**config.mk**
```make
export PLATFORM = sky130hd
export DESIGN_NAME = store_buffer
export DESIGN_NICKNAME = d
export VERILOG_FILES = /design/src/rtl/store_buffer.sv
export SDC_FILE = /design/constraint.sdc
export NUM_CORES = 1
export LEC_CHECK = 0
export ABC_AREA = 1
export CAP_MARGIN = 15
export CELL_PAD_IN_SITES_DETAIL_PLACEMENT = 1
export CELL_PAD_IN_SITES_GLOBAL_PLACEMENT = 1
export CORE_ASPECT_RATIO = 2
export CORE_MARGIN = 5
export CORE_UTILIZATION = 40
export DETAILED_ROUTE_END_ITERATION = 10
export PLACE_DENSITY = 0.9
export SLEW_MARGIN = 20
export SYNTH_ARGS = -nofsm -noshare
export SYNTH_HDL_FRONTEND = slang
export SYNTH_SLANG_ARGS = --single-unit
```
**constraint.sdc**
```tcl
create_clock -name clk -period 5.6 [get_ports clk]
set_input_delay 1.4 -clock clk [delete_from_list [all_inputs] [get_ports clk]]
set_output_delay 1.4 -clock clk [all_outputs]
set_load 0.005 [all_outputs]
```
**src/rtl/store_buffer.sv**
```systemverilog
// store_buffer: posted-write FIFO between the MEM stage and the data memory.
// The buffer owns the single data memory port. Loads take the port first.
// Buffered stores drain in program order on cycles with no load. A load
// that matches a buffered word gets the youngest matching store's data.
//
// Ports:
//   clk, reset        rising-edge clock; asynchronous active-low reset
//   st_valid/addr/data store request from MEM (address bits [1:0] ignored)
//   st_ready          buffer not full (registered count only)
//   ld_valid/addr     load request from MEM
//   ld_data, ld_hit   load result (0 when idle); ld_hit = forwarded from buffer
//   mem_*             data memory port (combinational read data in)
//   empty             no buffered stores
module store_buffer #(
    parameter int DEPTH    = 4,
    parameter int PTR_BITS = 2
) (
    input  logic        clk,
    input  logic        reset,
    input  logic        st_valid,
    input  logic [31:0] st_addr,
    input  logic [31:0] st_data,
    output logic        st_ready,
    input  logic        ld_valid,
    input  logic [31:0] ld_addr,
    output logic [31:0] ld_data,
    output logic        ld_hit,
    output logic [31:0] mem_addr,
    output logic        mem_rd,
    output logic        mem_wr,
    output logic [31:0] mem_wr_data,
    input  logic [31:0] mem_rd_data,
    output logic        empty
);

    localparam logic [PTR_BITS:0] FULL_COUNT = (PTR_BITS+1)'(DEPTH);

    logic [29:0]         entry_addr [DEPTH];
    logic [31:0]         entry_data [DEPTH];
    logic [DEPTH-1:0]    entry_valid;
    logic [PTR_BITS-1:0] head;
    logic [PTR_BITS-1:0] tail;
    logic [PTR_BITS:0]   count;

    logic                push;
    logic                drain;
    logic                fwd_hit;
    logic [31:0]         fwd_data;
    logic [PTR_BITS-1:0] scan_idx;
    logic                unused_st_bits;

    assign unused_st_bits = ^st_addr[1:0];

    assign st_ready = (count != FULL_COUNT);
    assign empty    = (count == '0);
    assign push     = st_valid && st_ready;
    assign drain    = (count != '0) && !ld_valid;

    always_ff @(posedge clk or negedge reset) begin
        if (!reset) begin
            head        <= '0;
            tail        <= '0;
            count       <= '0;
            entry_valid <= '0;
        end else begin
            // push and drain never target the same slot: drain needs
            // count>0 and push needs count<DEPTH, so head!=tail whenever
            // both happen in one cycle.
            if (drain) begin
                head              <= head + 1'b1;
                entry_valid[head] <= 1'b0;
            end
            if (push) begin
                tail              <= tail + 1'b1;
                entry_valid[tail] <= 1'b1;
            end
            case ({push, drain})
                2'b10:   count <= count + 1'b1;
                2'b01:   count <= count - 1'b1;
                default: count <= count;
            endcase
        end
    end

    // Payload needs no reset; entry_valid/count qualify it.
    always_ff @(posedge clk) begin
        if (push) begin
            entry_addr[tail] <= st_addr[31:2];
            entry_data[tail] <= st_data;
        end
    end

    // Scan oldest to youngest from head so the last match wins.
    always_comb begin
        fwd_hit  = 1'b0;
        fwd_data = '0;
        scan_idx = '0;
        for (int unsigned i = 0; i < DEPTH; i++) begin
            scan_idx = head + PTR_BITS'(i);
            if (((PTR_BITS+1)'(i) < count) && entry_valid[scan_idx] &&
                (entry_addr[scan_idx] == ld_addr[31:2])) begin
                fwd_hit  = 1'b1;
                fwd_data = entry_data[scan_idx];
            end
        end
    end

    always_comb begin
        mem_addr    = '0;
        mem_rd      = 1'b0;
        mem_wr      = 1'b0;
        mem_wr_data = '0;
        ld_data     = '0;
        ld_hit      = 1'b0;
        if (ld_valid) begin
            mem_rd   = 1'b1;
            mem_addr = ld_addr;
            ld_hit   = fwd_hit;
            ld_data  = fwd_hit ? fwd_data : mem_rd_data;
        end else if (drain) begin
            mem_wr      = 1'b1;
            mem_addr    = {entry_addr[head], 2'b00};
            mem_wr_data = entry_data[head];
        end
    end

endmodule
```
### Yosys cells after proc, flatten, opt, wreduce, memory -nomap -nowiden

Memory sizes are Yosys's and may differ from the RTL's.
Index checks and enable logic that the tools add are counted.

| word-level totals | value |
|---|---|
| output and inout bits | 101 |
| bits in latches | 0 |
| bits in writable memories | 248 |
| bits in read-only memories | 0 |
| logic and storage cells | 84 |
| bits in registers | 11 |
| input bits | 132 |
| memories | 2 |

| cells by class | value |
|---|---|
| shifts and indexed selects | 0 |
| multiplexer cells | 35 |
| equality and inequality tests | 7 |
| multiply operators | 0 |
| add/sub/neg operators | 6 |
| reductions and logical operators | 16 |
| bitwise logic cells | 3 |
| divide/modulo/power cells | 0 |
| order comparisons | 11 |

Memory list:

| memory | words | width | read ports | clocked after memory_dff | wr ports | line | text |
|---|---|---|---|---|---|---|---|
| entry_data | 4 | 32 | 4 | 0 | 1 | 39 | `logic [31:0] entry_data [DEPTH];` |
| entry_addr | 4 | 30 | 4 | 0 | 1 | 38 | `logic [29:0] entry_addr [DEPTH];` |

Operators with widths:

| cell | number |
|---|---|
| 32-bit two-way mux | 10 |
| 30-bit == test | 4 |
| 1-bit two-way mux | 16 |
| 2-bit by 3-bit less-than comparator with 1-bit output, second input constant | 5 |
| 1-bit logical AND | 12 |
| 1-bit binary-select mux with 2-bit select | 4 |
| 4-bit two-way mux | 2 |
| 1-bit by 3-bit less-than comparator with 1-bit output, first input constant | 2 |
| 2-bit by 3-bit less-than comparator with 1-bit output, first input constant | 2 |
| 3-bit one-hot mux with 2 select lines | 1 |
| 2-bit by 1-bit adder with 2-bit output, second input constant | 2 |
| 2-bit adder, second input constant | 2 |
| 4-bit AND | 1 |
| 1-bit demux with 2-bit select | 2 |
| 2-bit by 1-bit greater-or-equal comparator with 1-bit output, second input constant | 2 |
| 4-bit inverter | 1 |
| 4-bit bitwise OR | 1 |
| 3-bit by 1-bit adder with 3-bit output, second input constant | 1 |
| 3-bit logical NOT | 1 |
| 3-bit inequality test, second input constant | 1 |
| 3-bit nonzero test | 1 |
| 3-bit by 1-bit subtractor with 3-bit output, second input constant | 1 |
| 2-bit by 1-bit == test with 1-bit output, second input constant | 1 |
| 2-bit == test, second input constant | 1 |
| 2 further kinds | 2 |

### Longest topological paths before layout

| logic depth | value |
|---|---|
| word-level depth | 10 |
| mapped depth | 24 |
| depth with buffers taken out | 18 |

### Worst setup path before layout

Ideal clock, no wire load.

| timing path | value |
|---|---|
| path type | flip-flop to output port |
| start | register head[1] |
| end | output ld_data[10] |
| data arrival time | 3,570 ps |
| path slack | 630 ps |
| cell stages (with the launch flop) | 23 |
| data required time | 4,200 ps |
| path buffers | 9 |
| cell sequence | dfrtp_1 buf_2 inv_1 buf_4 buf_2 clkbuf_1 buf_1 ha_1 inv_2 buf_2 buf_1 nand3_1 nand3_1 nand4_1 nor3_1 nand2_1 nor2_1 nand2_1 buf_2 clkbuf_1 nand3_1 nor2_1 nor2_1 |

| on the way | value |
|---|---|
| word-level cells in the longest chain between the ends | 10 |
| elaborated cells on any way between the ends | 35 |
| those cells by class | 3 x add/sub; 4 x eq/ne; 18 x mux; 8 x reduce/logical; 2 x memory |

RTL lines:

| element | line | text |
|---|---|---|
| from (decl) | 41 | `logic [PTR_BITS-1:0] head;` |
| from (signal assigned) | 70 | `head <= head + 1'b1;` |
| parallel branches: the longest is 8 deep, another holds memory 4 x 30 bit | n/a |  |
| 32-bit two-way mux * | 119 | `ld_data = fwd_hit ? fwd_data : mem_rd_data;` |
| 32-bit two-way mux * | 115 | `if (ld_valid) begin` |
| to (decl) | 26 | `output logic [31:0] ld_data,` |

Mark *: on every way between the ends. The select of a mux whose other input is x is not followed.

### Worst setup path in the final report

| timing path | value |
|---|---|
| start | input ld_addr[31] |
| end | output ld_data[24] |

| on the way | value |
|---|---|
| word-level cells in the longest chain between the ends | 8 |
| elaborated cells on any way between the ends | 18 |
| those cells by class | 4 x eq/ne; 10 x mux; 4 x reduce/logical |

RTL lines:

| element | line | text |
|---|---|---|
| from (decl) | 25 | `input logic [31:0] ld_addr,` |
| 30-bit == test | 101 | `(entry_addr[scan_idx] == ld_addr[31:2])) begin` |
| 1-bit logical AND | 100 | `if (((PTR_BITS+1)'(i) < count) && entry_valid[scan_idx] &&` |
| 32-bit two-way mux or 1-bit two-way mux (tied branches) (4 in a row) | 100 |  |
| 32-bit two-way mux * | 119 |  |
| 32-bit two-way mux * | 115 |  |

Every way passes the cells marked *; elsewhere a longest branch is shown, timed or not.

==> out/qor.txt <==
RePlAce Congestion - 0.9133
Syn Nets - 2827
Worst path cell trace - clkdlybuf4s50_1 -> buf_6 -> buf_4 -> nand2_1 -> nand2_1 -> nor2_2 -> nand2_1 -> nor2_2 -> nand2_2 -> nor2_4 -> buf_12 -> inv_6 -> buf_4 -> a21oi_1 -> nor2_2 -> nor2_1 -> clkdlybuf4s50_1
Die W - 161.2 µm
Initial Util - 0.4017
FF+latch count, synth - 259
Max-capacitance violation count - 0
Min-delay src - count[0]$_DFFE_PN0P_
Largest family of logic cells by synthesized area - simple AND/OR/NAND/NOR gates
R2R cell count - 6
DR DRC count - 0
Switching pwr - 6.632 mW
Clock Tree Root - clkbuf_16
Max Buffers Root-to-Sink - 3
WHS Endpoint - count[0]$_DFFE_PN0P_
Drt initial violations - 1785
Routed length per placed instance - 21.63 µm
FF/Latch Area - 7727 µm²
Setup TNS - 0 ns
Startpoint Class - input pin
Worst min-delay path class - reg -> reg
Crit path DAT - 4.14 ns
Crit Path Category - in -> out
Worst hold path depth - 1
Via count - 20.31k
Multi-input gate area - 9166 µm²
TritonCTS clock tree - yes
Total Nets Final - 3052
Max-slew headroom - 0.3881
Max Slew Vio Count - 0
Post-CTS Hold Fix Bufs - 0
Switching share of power - 0.5153
Sequential share of the synthesized area - 0.4220
Setup Skew - 0.01979 ns
Reg clk slew, reported paths - 0.07 ns
Worst-Margin Slew - 0.9178 ns
R2r setup slk - 2.73 ns
Post-Syn Instances - 2683
GRT Util Overall - 0.2751
Chip Height - 312.5 µm
Worst reg2reg path startpoint - count[0]$_DFFE_PN0P_
R2r endpoint - entry_data[2][14]$_DFFE_PP_
# rows - 111
Final-layout fill cell count - 5750
RSZ-0062 raised after global routing - true
PD cells - 553.9 nW/µm²
Most frequent cells in the layout - 975 x nand2_1, 384 x nand3_1, 248 x edfxtp_1
GR Overflow Total - 0
Layout cells sized above 1 - 0.09221
Max rail drop VDD - 0.4140 mV
Port buffer count - 230
Core area - 45550 µm²
DRT Pass-1 Iters - 5
Most common cell after layout, fill and taps aside - nand2_1
Final Total Pwr - 12.87 mW
Distinct cell type count after synthesis - 28
Simple-gate share of the synthesized area - 0.3722
Setup violators final - 0
Synth Area in Compound Gates - 0.1020
Worst Path Max Fanout - 15
Slowest library cell on the worst path - clkdlybuf4s50_1
Wirelength, routed - 75.61 mm
Antenna-violating nets left - 0
Max frequency - 0.1804 GHz
Final instance area - 23240 µm²
Syn avg cell area - 6.820 µm²
Crit. Startpoint - ld_addr[31]
Period minus WS final - 5.542 ns
P_int - 6.239 mW
# H-tree levels - 1
CP max stage delay - 0.51 ns
WP buf/inv - 7
Ys Warns - 0
Cell family with most CP delay - buffers and inverters
Post-Place Cell Area - 21750 µm²
CP required - 4.20 ns
Leak - 10.65 nW
Crit end category - primary output
Clk Latency, worst-skew pair - 0.57 ns
Comb power frac - 0.645
Mux share of post-synthesis cell area - 0
CTS Buf Count - 26
Largest net degree at the start of global routing - 192
Clock share of power - 0.141
Post-synthesis instance area - 18300 µm²
Post-synthesis xor/xnor area fraction - 0.006701
Status - completed
Part of the power in registers - 0.213
Total die area - 50380 µm²
First-pass GRT wire length - 111.0 mm
DP Wirelength - 49.08 mm
Clock Sinks - 259
I/O pins - 233
Area Growth Syn to Fin - 27.00%
Vias in the first global route - 20.53k
Post-Synth Adder-Cell Area - 0.008206
Final Hold Viols - 0
Final Cycle Share - 0.9896
Initial antenna violation count - 2
Vias/cell - 5.809
Final hold slack - 0.5169 ns
power by group through the flow:
stage          clock (mW)  sequential [mW]  combinational, mW
6_report             1.82             2.75               8.30
5_1_grt              1.92             2.78               9.03
4_1_cts              1.83             2.75               7.76
3_5_place_dp            0             2.78               7.46
3_3_place_gp            0             2.75               7.15
2_1_floorplan           0             2.76               4.94
Yosys cell counts:
| master | n | area, µm² |
|---|---|---|
| a21oi_1 | 69 | 345.3 |
| a31oi_1 | 1 | 6.260 |
| buf_1 | 18 | 67.56 |
| buf_2 | 60 | 300.3 |
| buf_4 | 5 | 37.54 |
| clkbuf_1 | 76 | 285.3 |
| dfrtp_1 | 11 | 275.3 |
| edfxtp_1 | 248 | 7447 |
| ha_1 | 12 | 150.1 |
| inv_1 | 242 | 908.4 |
| inv_2 | 7 | 26.28 |
| nand2_1 | 979 | 3675 |
| nand2_2 | 1 | 6.260 |
| nand3_1 | 389 | 1947 |
| nand3b_1 | 1 | 7.510 |
| nand4_1 | 45 | 281.5 |
| nor2_1 | 174 | 653.1 |
| nor2_2 | 3 | 18.77 |
| nor2_4 | 1 | 11.26 |
| nor2b_1 | 1 | 6.260 |
| nor3_1 | 2 | 10.01 |
| o211ai_1 | 4 | 30.03 |
| o21ai_0 | 234 | 1171 |
| o21ai_1 | 24 | 120.1 |
| o22ai_1 | 31 | 193.9 |
| or2_2 | 31 | 193.9 |
| xnor2_1 | 2 | 17.52 |
| xor2_1 | 12 | 105.1 |
flip-flops by register name, indices dropped and copies added, names as in the netlist:
signal,flops
entry_data,128
head,2
count,3
tail,2
entry_addr,120
entry_valid,4
per-stage QoR:
| step | instances | worst slack, ns | utilization |
|---|---|---|---|
| 2_1_floorplan | 2683 | 0.6302 | - |
| 3_3_place_gp | 3425 | -0.1547 | 0.4774 |
| 3_5_place_dp | 3425 | -0.1918 | 0.4774 |
| 4_1_cts | 3478 | 0.001296 | 0.5004 |
| 5_1_grt | 3494 | -0.09241 | 0.5100 |
| 6_report | 3496 | 0.05799 | 0.5101 |
metal layers:
layer	track usage	vias to the layer above	part of all wire
met5	0	-	0
met4	0.1029	0	0.044
met3	0.04249	214	0.083
met2	0.4752	922	0.48
met1	0.3467	9874	0.39
li1	-	9300	-
worst register-to-register path: stages (launching register included):
cell and delay, ns:
dfrtp_1 0.39, inv_1 0.11, ha_1 0.23, nand2_1 0.08, nand2_1 0.36, nor2_4 0.75, buf_4 0.55
area by class of cell:
| type | instances | area share |
|---|---|---|
| clock inverter | 9 | 0.005115 |
| tap | 565 | 0.03042 |
| antenna | 3 | 0.0003231 |
| timing repair inverter | 1 | 0.0003769 |
| clock buffer | 39 | 0.03144 |
| inverter | 249 | 0.04146 |
| timing repair buffer | 355 | 0.1639 |
| sequential | 259 | 0.3325 |
| multi-input combinational | 2016 | 0.3944 |
logic make-up after synthesis:
kind of cell,after synthesis
and+or+nand+nor,1627
xor gates and xnor gates,14
adders and majority gates,12
DFF,259
buffers and inverters,408
AOI/OAI and AO/OA,363
repair_timing:
| action | 4_1_cts | 5_1_grt |
|---|---|---|
| setup buffers | 3 | 8 |
| pin swaps | 8 | 23 |
| gates cloned | 2 | 7 |
| endpoints found under the hold margin | 0 | 0 |
| endpoints found under the setup margin | 33 | 33 |
| gates resized for setup | 40 | 93 |
how the worst max path moves through the flow:
| stage | to | slack [ns] | depth (start not counted) |
|---|---|---|---|
| after floorplan | ld_data[10] | 0.63 | 22 |
| after global placement | ld_data[14] | -0.15 | 15 |
| after detailed placement | ld_data[30] | -0.19 | 16 |
| after CTS | ld_data[8] | 0.001 | 18 |
| after global routing | ld_data[24] | -0.09 | 20 |
| final | ld_data[24] | 0.06 | 17 |
No activity file was read; power rests on OpenSTA's default activity.
